`config.mk`:
```
export PLATFORM = sky130hd
export DESIGN_NAME = uart_rx_fifo
export DESIGN_NICKNAME = d
export VERILOG_FILES = /design/src/rtl/uart_rx_fifo.sv
export SDC_FILE = /design/constraint.sdc
export NUM_CORES = 1
export LEC_CHECK = 0
export BUFFER_PORTS_ARGS = -buffer_cell sky130_fd_sc_hd__buf_4
export CAP_MARGIN = 40
export CELL_PAD_IN_SITES_DETAIL_PLACEMENT = 0
export CELL_PAD_IN_SITES_GLOBAL_PLACEMENT = 1
export CORE_MARGIN = 4
export CORE_UTILIZATION = 49
export DETAILED_ROUTE_END_ITERATION = 7
export PLACE_DENSITY = 0.76
export SLEW_MARGIN = 10
export SYNTH_ARGS = -nofsm -noshare
export SYNTH_HDL_FRONTEND = slang
export SYNTH_SLANG_ARGS = --single-unit
```
`constraint.sdc`:
```
create_clock -name clock -period 2.7 [get_ports clock]
set_clock_uncertainty 0.2 [all_clocks]
set_input_delay 0.27 -clock clock [delete_from_list [all_inputs] [get_ports clock]]
set_output_delay 0.27 -clock clock [all_outputs]
set_load 0.01 [all_outputs]
```
`src/rtl/uart_rx_fifo.sv`:
```
// 8N1 serial receiver with a fixed integer baud divisor, feeding a small show-ahead FIFO.
// Framing errors and overruns are reported as single-cycle pulses.
module uart_rx_fifo #(
  parameter int unsigned CLK_HZ = 48_000_000,
  parameter int unsigned BAUD   = 115_200,
  parameter int unsigned DEPTH  = 4
) (
  input  logic       clock,
  input  logic       reset,
  input  logic       rx,
  output logic [7:0] data,
  output logic       valid,
  input  logic       ready,
  output logic       frame_err,
  output logic       overrun
);

  localparam int unsigned DIV  = (CLK_HZ + BAUD / 2) / BAUD;
  localparam int unsigned HALF = DIV / 2;
  localparam int unsigned CW   = $clog2(DIV) + 1;
  localparam int unsigned AW   = $clog2(DEPTH);

  if (DIV < 4) begin : g_div_chk
    $error("uart_rx_fifo: baud divisor must be at least 4");
  end
  if ((DEPTH < 2) || ((DEPTH & (DEPTH - 1)) != 0)) begin : g_depth_chk
    $error("uart_rx_fifo: DEPTH must be a power of two and at least 2");
  end

  // Two-flop synchronizer plus one delayed copy for start-edge detection
  logic s1_q, rs_q, rp_q;
  logic fall;

  always_ff @(posedge clock) begin
    if (reset) begin
      s1_q <= 1'b1;
      rs_q <= 1'b1;
      rp_q <= 1'b1;
    end else begin
      s1_q <= rx;
      rs_q <= s1_q;
      rp_q <= rs_q;
    end
  end

  assign fall = rp_q & ~rs_q;

  typedef enum logic [1:0] {StIdle, StStart, StData, StStop} state_e;

  state_e        state_q, state_d;
  logic [CW-1:0] cnt_q, cnt_d;
  logic [2:0]    bi_q, bi_d;
  logic [7:0]    sh_q, sh_d;
  logic          push, fe_d;

  always_comb begin
    state_d = state_q;
    cnt_d   = cnt_q;
    bi_d    = bi_q;
    sh_d    = sh_q;
    push    = 1'b0;
    fe_d    = 1'b0;
    unique case (state_q)
      StIdle: begin
        if (fall) begin
          state_d = StStart;
          cnt_d   = CW'(HALF - 1);
        end
      end
      StStart: begin
        if (cnt_q == '0) begin
          // A start bit that is high again at mid-bit was a glitch
          if (!rs_q) begin
            state_d = StData;
            cnt_d   = CW'(DIV - 1);
            bi_d    = 3'd0;
          end else begin
            state_d = StIdle;
          end
        end else begin
          cnt_d = cnt_q - CW'(1);
        end
      end
      StData: begin
        if (cnt_q == '0) begin
          sh_d  = {rs_q, sh_q[7:1]};
          cnt_d = CW'(DIV - 1);
          if (bi_q == 3'd7) begin
            state_d = StStop;
          end else begin
            bi_d = bi_q + 3'd1;
          end
        end else begin
          cnt_d = cnt_q - CW'(1);
        end
      end
      StStop: begin
        if (cnt_q == '0) begin
          push    = rs_q;
          fe_d    = ~rs_q;
          state_d = StIdle;
        end else begin
          cnt_d = cnt_q - CW'(1);
        end
      end
      default: state_d = StIdle;
    endcase
  end

  always_ff @(posedge clock) begin
    if (reset) begin
      state_q <= StIdle;
      cnt_q   <= '0;
      bi_q    <= '0;
      sh_q    <= '0;
    end else begin
      state_q <= state_d;
      cnt_q   <= cnt_d;
      bi_q    <= bi_d;
      sh_q    <= sh_d;
    end
  end

  // FIFO with one extra pointer bit to tell full from empty
  logic [7:0]  mem_q [DEPTH];
  logic [AW:0] wr_q, rd_q;
  logic        empty, full, pop, do_push, ov_d;

  assign empty   = (wr_q == rd_q);
  assign full    = (wr_q[AW] != rd_q[AW]) && (wr_q[AW-1:0] == rd_q[AW-1:0]);
  assign pop     = ~empty & ready;
  assign do_push = push & (~full | pop);
  assign ov_d    = push & full & ~pop;

  always_ff @(posedge clock) begin
    if (reset) begin
      wr_q      <= '0;
      rd_q      <= '0;
      frame_err <= 1'b0;
      overrun   <= 1'b0;
    end else begin
      if (do_push) wr_q <= wr_q + 1'b1;
      if (pop)     rd_q <= rd_q + 1'b1;
      frame_err <= fe_d;
      overrun   <= ov_d;
    end
  end

  always_ff @(posedge clock) begin
    if (do_push) mem_q[wr_q[AW-1:0]] <= sh_q;
  end

  assign valid = ~empty;
  assign data  = valid ? mem_q[rd_q[AW-1:0]] : 8'h00;

endmodule

```
==> results of run 1 <==
-- per-stage QoR --
stage               instances  area, µm²  util, %
floorplan                 269       3062        -
global placement          352       3254    54.32
detailed placement        352       3254    54.32
CTS                       369       3457    57.71
global route              369       3468    57.89
finish                    369       3468    57.89
-- sequential cells by signal, indices dropped and copies added, names as in the netlist, named ones only --
signal     flops
mem_q         32
cnt_q         10
sh_q           8
bi_q           3
rd_q           3
wr_q           3
frame_err      1
overrun        1
rp_q           1
rs_q           1
s1_q           1
state_q        1
-- worst reg2reg max path: stages (launching register included) --
cell	delay [ns]
dfxtp_1	0.35
inv_1	0.11
ha_1	0.17
nor4b_2	0.36
and4_1	0.28
and3_1	0.26
and2_1	0.39
-- path summary, 6_finish.rpt --
| check | endpoint | from | slack, ns | cells after the start |
|---|---|---|---|---|
| worst max-delay path | mem_q[0][5] | cnt_q[0] | 0.26 | 6 |
| worst min-delay path | overrun | ready | 0.11 | 3 |
| worst max register to register | mem_q[0][5] | cnt_q[0] | 0.26 | 6 |
| worst min register to register | rs_q | s1_q | 0.21 | 1 |
-- per-layer routing --
layer / vias to the layer above / part of all wire, %
met5: - / 0
met4: 0 / 1.5
met3: 9 / 3.8
met2: 46 / 47
met1: 975 / 48
li1: 1019 / -
-- cells in the final DEF (no fill, tap or decap), types with 2 or more instances in the layout --
cell type and count:
and3_1 2, or2_2 4, or4_1 2, ha_1 14, mux4_2 8, nor4b_1 3, inv_1 9, clkbuf_8 9
nor3b_1 2, nand2_1 16, and2_1 11, nand3b_1 2, xnor2_1 4, nor3_1 9, xor2_1 3, dfxtp_1 36
clkinv_4 2, nand3_1 13, a21o_1 2, mux2i_1 2, clkinv_2 2, a211oi_1 3, nand2b_1 4, a21oi_1 20
o22ai_1 2, buf_4 20, nor2_1 23, nor4_1 2, edfxtp_1 32, o21ai_0 11
-- repair_timing --
action | CTS | global route
endpoints found under the setup margin | 0 | 35
buffers inserted | 0 | 0
endpoints found under the hold margin | 1 | 0
hold buffers | 1 | 0
gates resized for setup | 0 | 2
-- cells by family (layout without fill, tap and decap cells) --
| group | Yosys count | count (layout) | synth area share (%) |
|---|---|---|---|
| adders and majority gates | 14 | 14 | 5.721 |
| buffers and inverters | 21 | 46 | 2.779 |
| AOI/OAI and AO/OA | 49 | 49 | 10.30 |
| muxes | 10 | 10 | 6.539 |
| and+or+nand+nor | 100 | 100 | 17.74 |
| xor gates and xnor gates | 7 | 7 | 2.002 |
| DFF | 68 | 68 | 54.92 |
-- area by class of cell --
cell class | count | share of cell area (%)
clock inverter | 6 | 1.876
multi-input combinational | 180 | 37.66
sequential | 68 | 48.48
clock buffer | 10 | 3.680
tap | 75 | 2.706
timing repair buffer | 21 | 4.618
inverter | 9 | 0.9740
-- cell usage after synthesis, drive strengths merged (2+ instances only) --
cell | number | area share [%]
ha | 14 | 5.7
buf | 3 | 0.57
xor2 | 3 | 0.86
or4 | 2 | 0.49
edfxtp | 32 | 31
a211oi | 4 | 0.98
mux2i | 2 | 0.65
o22ai | 2 | 0.41
a21oi | 20 | 3.3
and3 | 2 | 0.41
mux4 | 8 | 5.9
nand3b | 2 | 0.49
nor4 | 2 | 0.41
inv | 9 | 1.1
nand2b | 4 | 0.82
a21o | 2 | 0.49
and2 | 11 | 2.2
dfxtp | 36 | 24
nor3b | 2 | 0.49
nor4b | 4 | 1.1
nand3 | 13 | 2.1
xnor2 | 4 | 1.1
clkbuf | 9 | 1.1
o21ai | 12 | 2.1
nand2 | 16 | 2.0
nor2 | 23 | 2.8
or2 | 4 | 0.82
nor3 | 10 | 2.0
-- report_power, final --
part           internal (µW)  switching [µW]
clock                    426             377
combinational            183             272
sequential              1100            45.3
==> flow_summary.yaml, run 1 <==
global_routing:
  track_usage_pct: 16.58
  grt_remaining_overflow: 0
  gr-usage-met3_pct: 3.122
  met2_usage_pct: 26.36
  busiest_layer: "met2"
  grt_pass1_vias: 2000
  met1_usage_pct: 21.85
  antenna_found_initial: 0
  grt_max_degree: 36
  grt_pass1_wl_mm: 9.687
floorplanning:
  rows: 28
  die_area_um2: 7577
  chipHeight_um: 87.05
  fp.coreArea_um2: 5991
  start_util_pct: 51.11
  die_w_um: 87.05
  io_pins: 15
worst_setup_path:
  worst-path-buf-inv: 1
  cp_top_family: "simple AND/OR/NAND/NOR gates"
  path_class: "flip-flop to flip-flop"
  crit_path_max_fanout: 8
  worstPathRequired_ns: 2.49
  cp.arrival_ns: 2.23
  crit_path_end_kind: "flip-flop"
  worstPathCellList: "inv_1 -> ha_1 -> nor4b_2 -> and4_1 -> and3_1 -> and2_1"
  start_kind: "flip-flop"
  slowest_delay_ns: 0.39
  slowest_stage: "and2_1"
sta:
  setup_ws_ns: 0.2639
  finalCriticalPeriod_ns: 2.436
  hold_viol: 0
  slew_violations: 0
  tns_ns: 0
  max_freq_ghz: 0.4105
  finalSetupViolCount: 0
  timing.slew.headroom_pct: 64.69
  rsz0062_at_grt: "false"
  finalCritPeriodShare_pct: 90.22
  tightest_slew_ns: 0.5290
  hold_ws_ns: 0.1073
logic_synthesis:
  async_flop_share_pct: 0
  synth_enable_flop_cells: 32
  synthFlopType: "dfxtp_1"
  yosys_warnings: 0
  syn-mean-instance-area_um2: 11.38
  ys_ff_latch: 68
  synth_seq_area_share_pct: 54.92
  syn-instance-count: 269
  syn-cell-area_um2: 3062
  synth_nets: 287
  synthDistinctLibCells: 45
route:
  routed_via_density: 5.553
  drt_wl_total_mm: 5.656
  dr.pass1.iters: 4
  wl_per_cell_um: 15.33
  drc: 0
  drt_iter0_markers: 85
  antenna_left: 0
  via_count: 2049
layout:
  antenna_cells: 0
  fill_cells: 507
  drive_gt1_share_pct: 18.03
  multi_input_area_um2: 1306
  area_growth_pct: 13.28
  final-seq-area_um2: 1682
  final_nets: 307
clocking:
  cts.sinks: 68
  clock_path_buffers: 2
  cts_tree: "yes"
  cts_root_buf: "clkbuf_8"
  cts.clk_slew.worst_paths_ns: 0.07
  cts_buffers: 9
  clk-insertion-delay-late_ns: 0.33
  htree_num_levels: 3
placed_design:
  dp_hpwl_mm: 3.829
  gp_congestion: 0.8491
  pre_cts_ws_ns: 0.05061
  io_buffers: 14
hold_path:
  hold_class: "input pin to flip-flop"
power_and_ir_drop:
  power_uw: 2402
  p_per_area_nw_per_um2: 692.4
  p_leak_uw: 0.001265
  vdd_drop_max_mv: 0.2824
job:
  drv_cap: 0
run_status:
  outcome: "completed"
Note: power is estimated with default switching activity, not from simulation.
==> run 2, diff against run 1 <==
Settings changed: PLACE_DENSITY 0.76 to 0.86.
==> flow_summary.yaml, run 2 (synthesis results as in run 1) <==
global_routing:
  antenna_found_initial: 0
  grt_remaining_overflow: 0
  grt_pass1_vias: 1947
  grt_pass1_wl_mm: 9.073
  grt_max_degree: 36
  track_usage_pct: 15.64
hold_path:
  hold_class: "input pin to flip-flop"
  worst_hold_path.num_cells: 3
clocking:
  cts_buffers: 9
  htree_num_levels: 3
  cts.sinks: 68
  post_cts_buffers: 0
  cts.clk_slew.worst_paths_ns: 0.07
  cts_tree: "yes"
  clk-insertion-delay-late_ns: 0.33
  clock_path_buffers: 2
  cts_root_buf: "clkbuf_8"
worst_setup_path:
  path_class: "flip-flop to flip-flop"
  crit_path_end_kind: "flip-flop"
  slowest_stage: "and2_1"
  rr_worst_depth: 6
  slowest_delay_ns: 0.42
  crit_cells: 6
  worst-path-buf-inv: 1
  cp_top_family: "simple AND/OR/NAND/NOR gates"
  start_kind: "flip-flop"
  cp.arrival_ns: 2.24
  crit_path_max_fanout: 8
  worstPathCellList: "inv_1 -> ha_1 -> nor4b_2 -> and4_1 -> and3_1 -> and2_1"
  worstPathRequired_ns: 2.48
power_and_ir_drop:
  switchingPower_uw: 666.1
  vdd_drop_max_mv: 0.3129
  power_frac_comb_pct: 18.2
  p_leak_uw: 0.001283
  power.share.clock_pct: 35.5
  p_per_area_nw_per_um2: 706.3
  swShare_pct: 27.00
  internal_power_uw: 1801
  power_frac_seq_pct: 46.3
floorplanning:
  io_pins: 15
  start_util_pct: 51.11
  die_w_um: 87.05
  chipHeight_um: 87.05
  fp.coreArea_um2: 5991
  rows: 28
  die_area_um2: 7577
route:
  wl_per_cell_um: 14.55
  via_count: 2048
  drt_wl_total_mm: 5.385
  dr.pass1.iters: 4
  drt_iter0_markers: 76
  routed_via_density: 5.535
  drc: 0
  antenna_left: 0
layout:
  drive_gt1_share_pct: 17.97
  layoutNonFillerInstCount: 370
  largest_reg_flops: 32
  multi_input_area_um2: 1301
  area_growth_pct: 14.10
  final_common_cell: "dfxtp_1"
  final-seq-area_um2: 1682
  layout_common_cells: "dfxtp_1 (36), edfxtp_1 (32), nor2_1 (23)"
  fill_cells: 509
  final_nets: 308
  antenna_cells: 0
sta:
  tns_ns: 0
  finalCriticalPeriod_ns: 2.455
  timing.slew.headroom_pct: 61.16
  max_freq_ghz: 0.4074
  rsz0062_at_grt: "false"
  slew_violations: 0
  hold_viol: 0
  finalSetupViolCount: 0
  tightest_slew_ns: 0.5791
  finalCritPeriodShare_pct: 90.92
placed_design:
  dp_cells: 353
  gp_congestion: 0.9127
  io_buffers: 14
  dp_hpwl_mm: 3.815
run_status:
  outcome: "completed"
job:
  drv_cap: 0
run 2: worst min-delay path, stage by stage:
cell and delay [ns]:
buf_4 0.09, nand4b_1 0.16, nor4b_1 0.06
run 2: worst paths after layout:
path                                     to      from  slack [ns]
worst max-delay path            mem_q[1][6]  cnt_q[0]        0.25
worst min-delay path                overrun     ready        0.09
worst max register to register  mem_q[1][6]  cnt_q[0]        0.25
worst min register to register         rs_q      s1_q        0.22
run 2: layout make-up:
type / count / share of cell area, %
clock buffer: 9 / 3.546
clock inverter: 7 / 2.615
inverter: 9 / 0.9670
multi-input combinational: 180 / 37.25
sequential: 68 / 48.14
tap: 75 / 2.686
timing repair buffer: 22 / 4.799
run 2: metal layers:
metal	up-vias	track usage [%]	wire (µm)
li1	1029	-	-
met1	968	19.03	2440
met2	39	25.81	2625
met3	12	3.406	202
met4	0	8.357	117
met5	-	0	0
run 2: power by group through the flow:
stage               sequential [µW]  clock [µW]  combinational [µW]
floorplan                      1150           0                 340
global placement               1160           0                 443
detailed placement             1160           0                 440
CTS                            1140         910                 444
global route                   1150         956                 496
finish                         1140         876                 450
run 2: per-stage QoR:
stage          hold slack [ns]  util (%)  area, µm²  worst slack (ns)  total power, µW
2_1_floorplan           0.1738         -       3062            0.3318             1490
3_3_place_gp            0.1926     54.45       3262            0.1063             1603
3_5_place_dp            0.1997     54.45       3262           0.04239             1603
4_1_cts                0.07643     58.21       3487           0.01500             2493
5_1_grt                 0.1014     58.31       3493           0.04950             2597
6_report               0.09462     58.31       3493            0.2451             2467
run 2: what timing repair did:
item,in CTS,in global routing
hold buffers,1,0
hold endpoints to repair,1,0
setup endpoints to repair,0,30
gates resized for setup,0,1
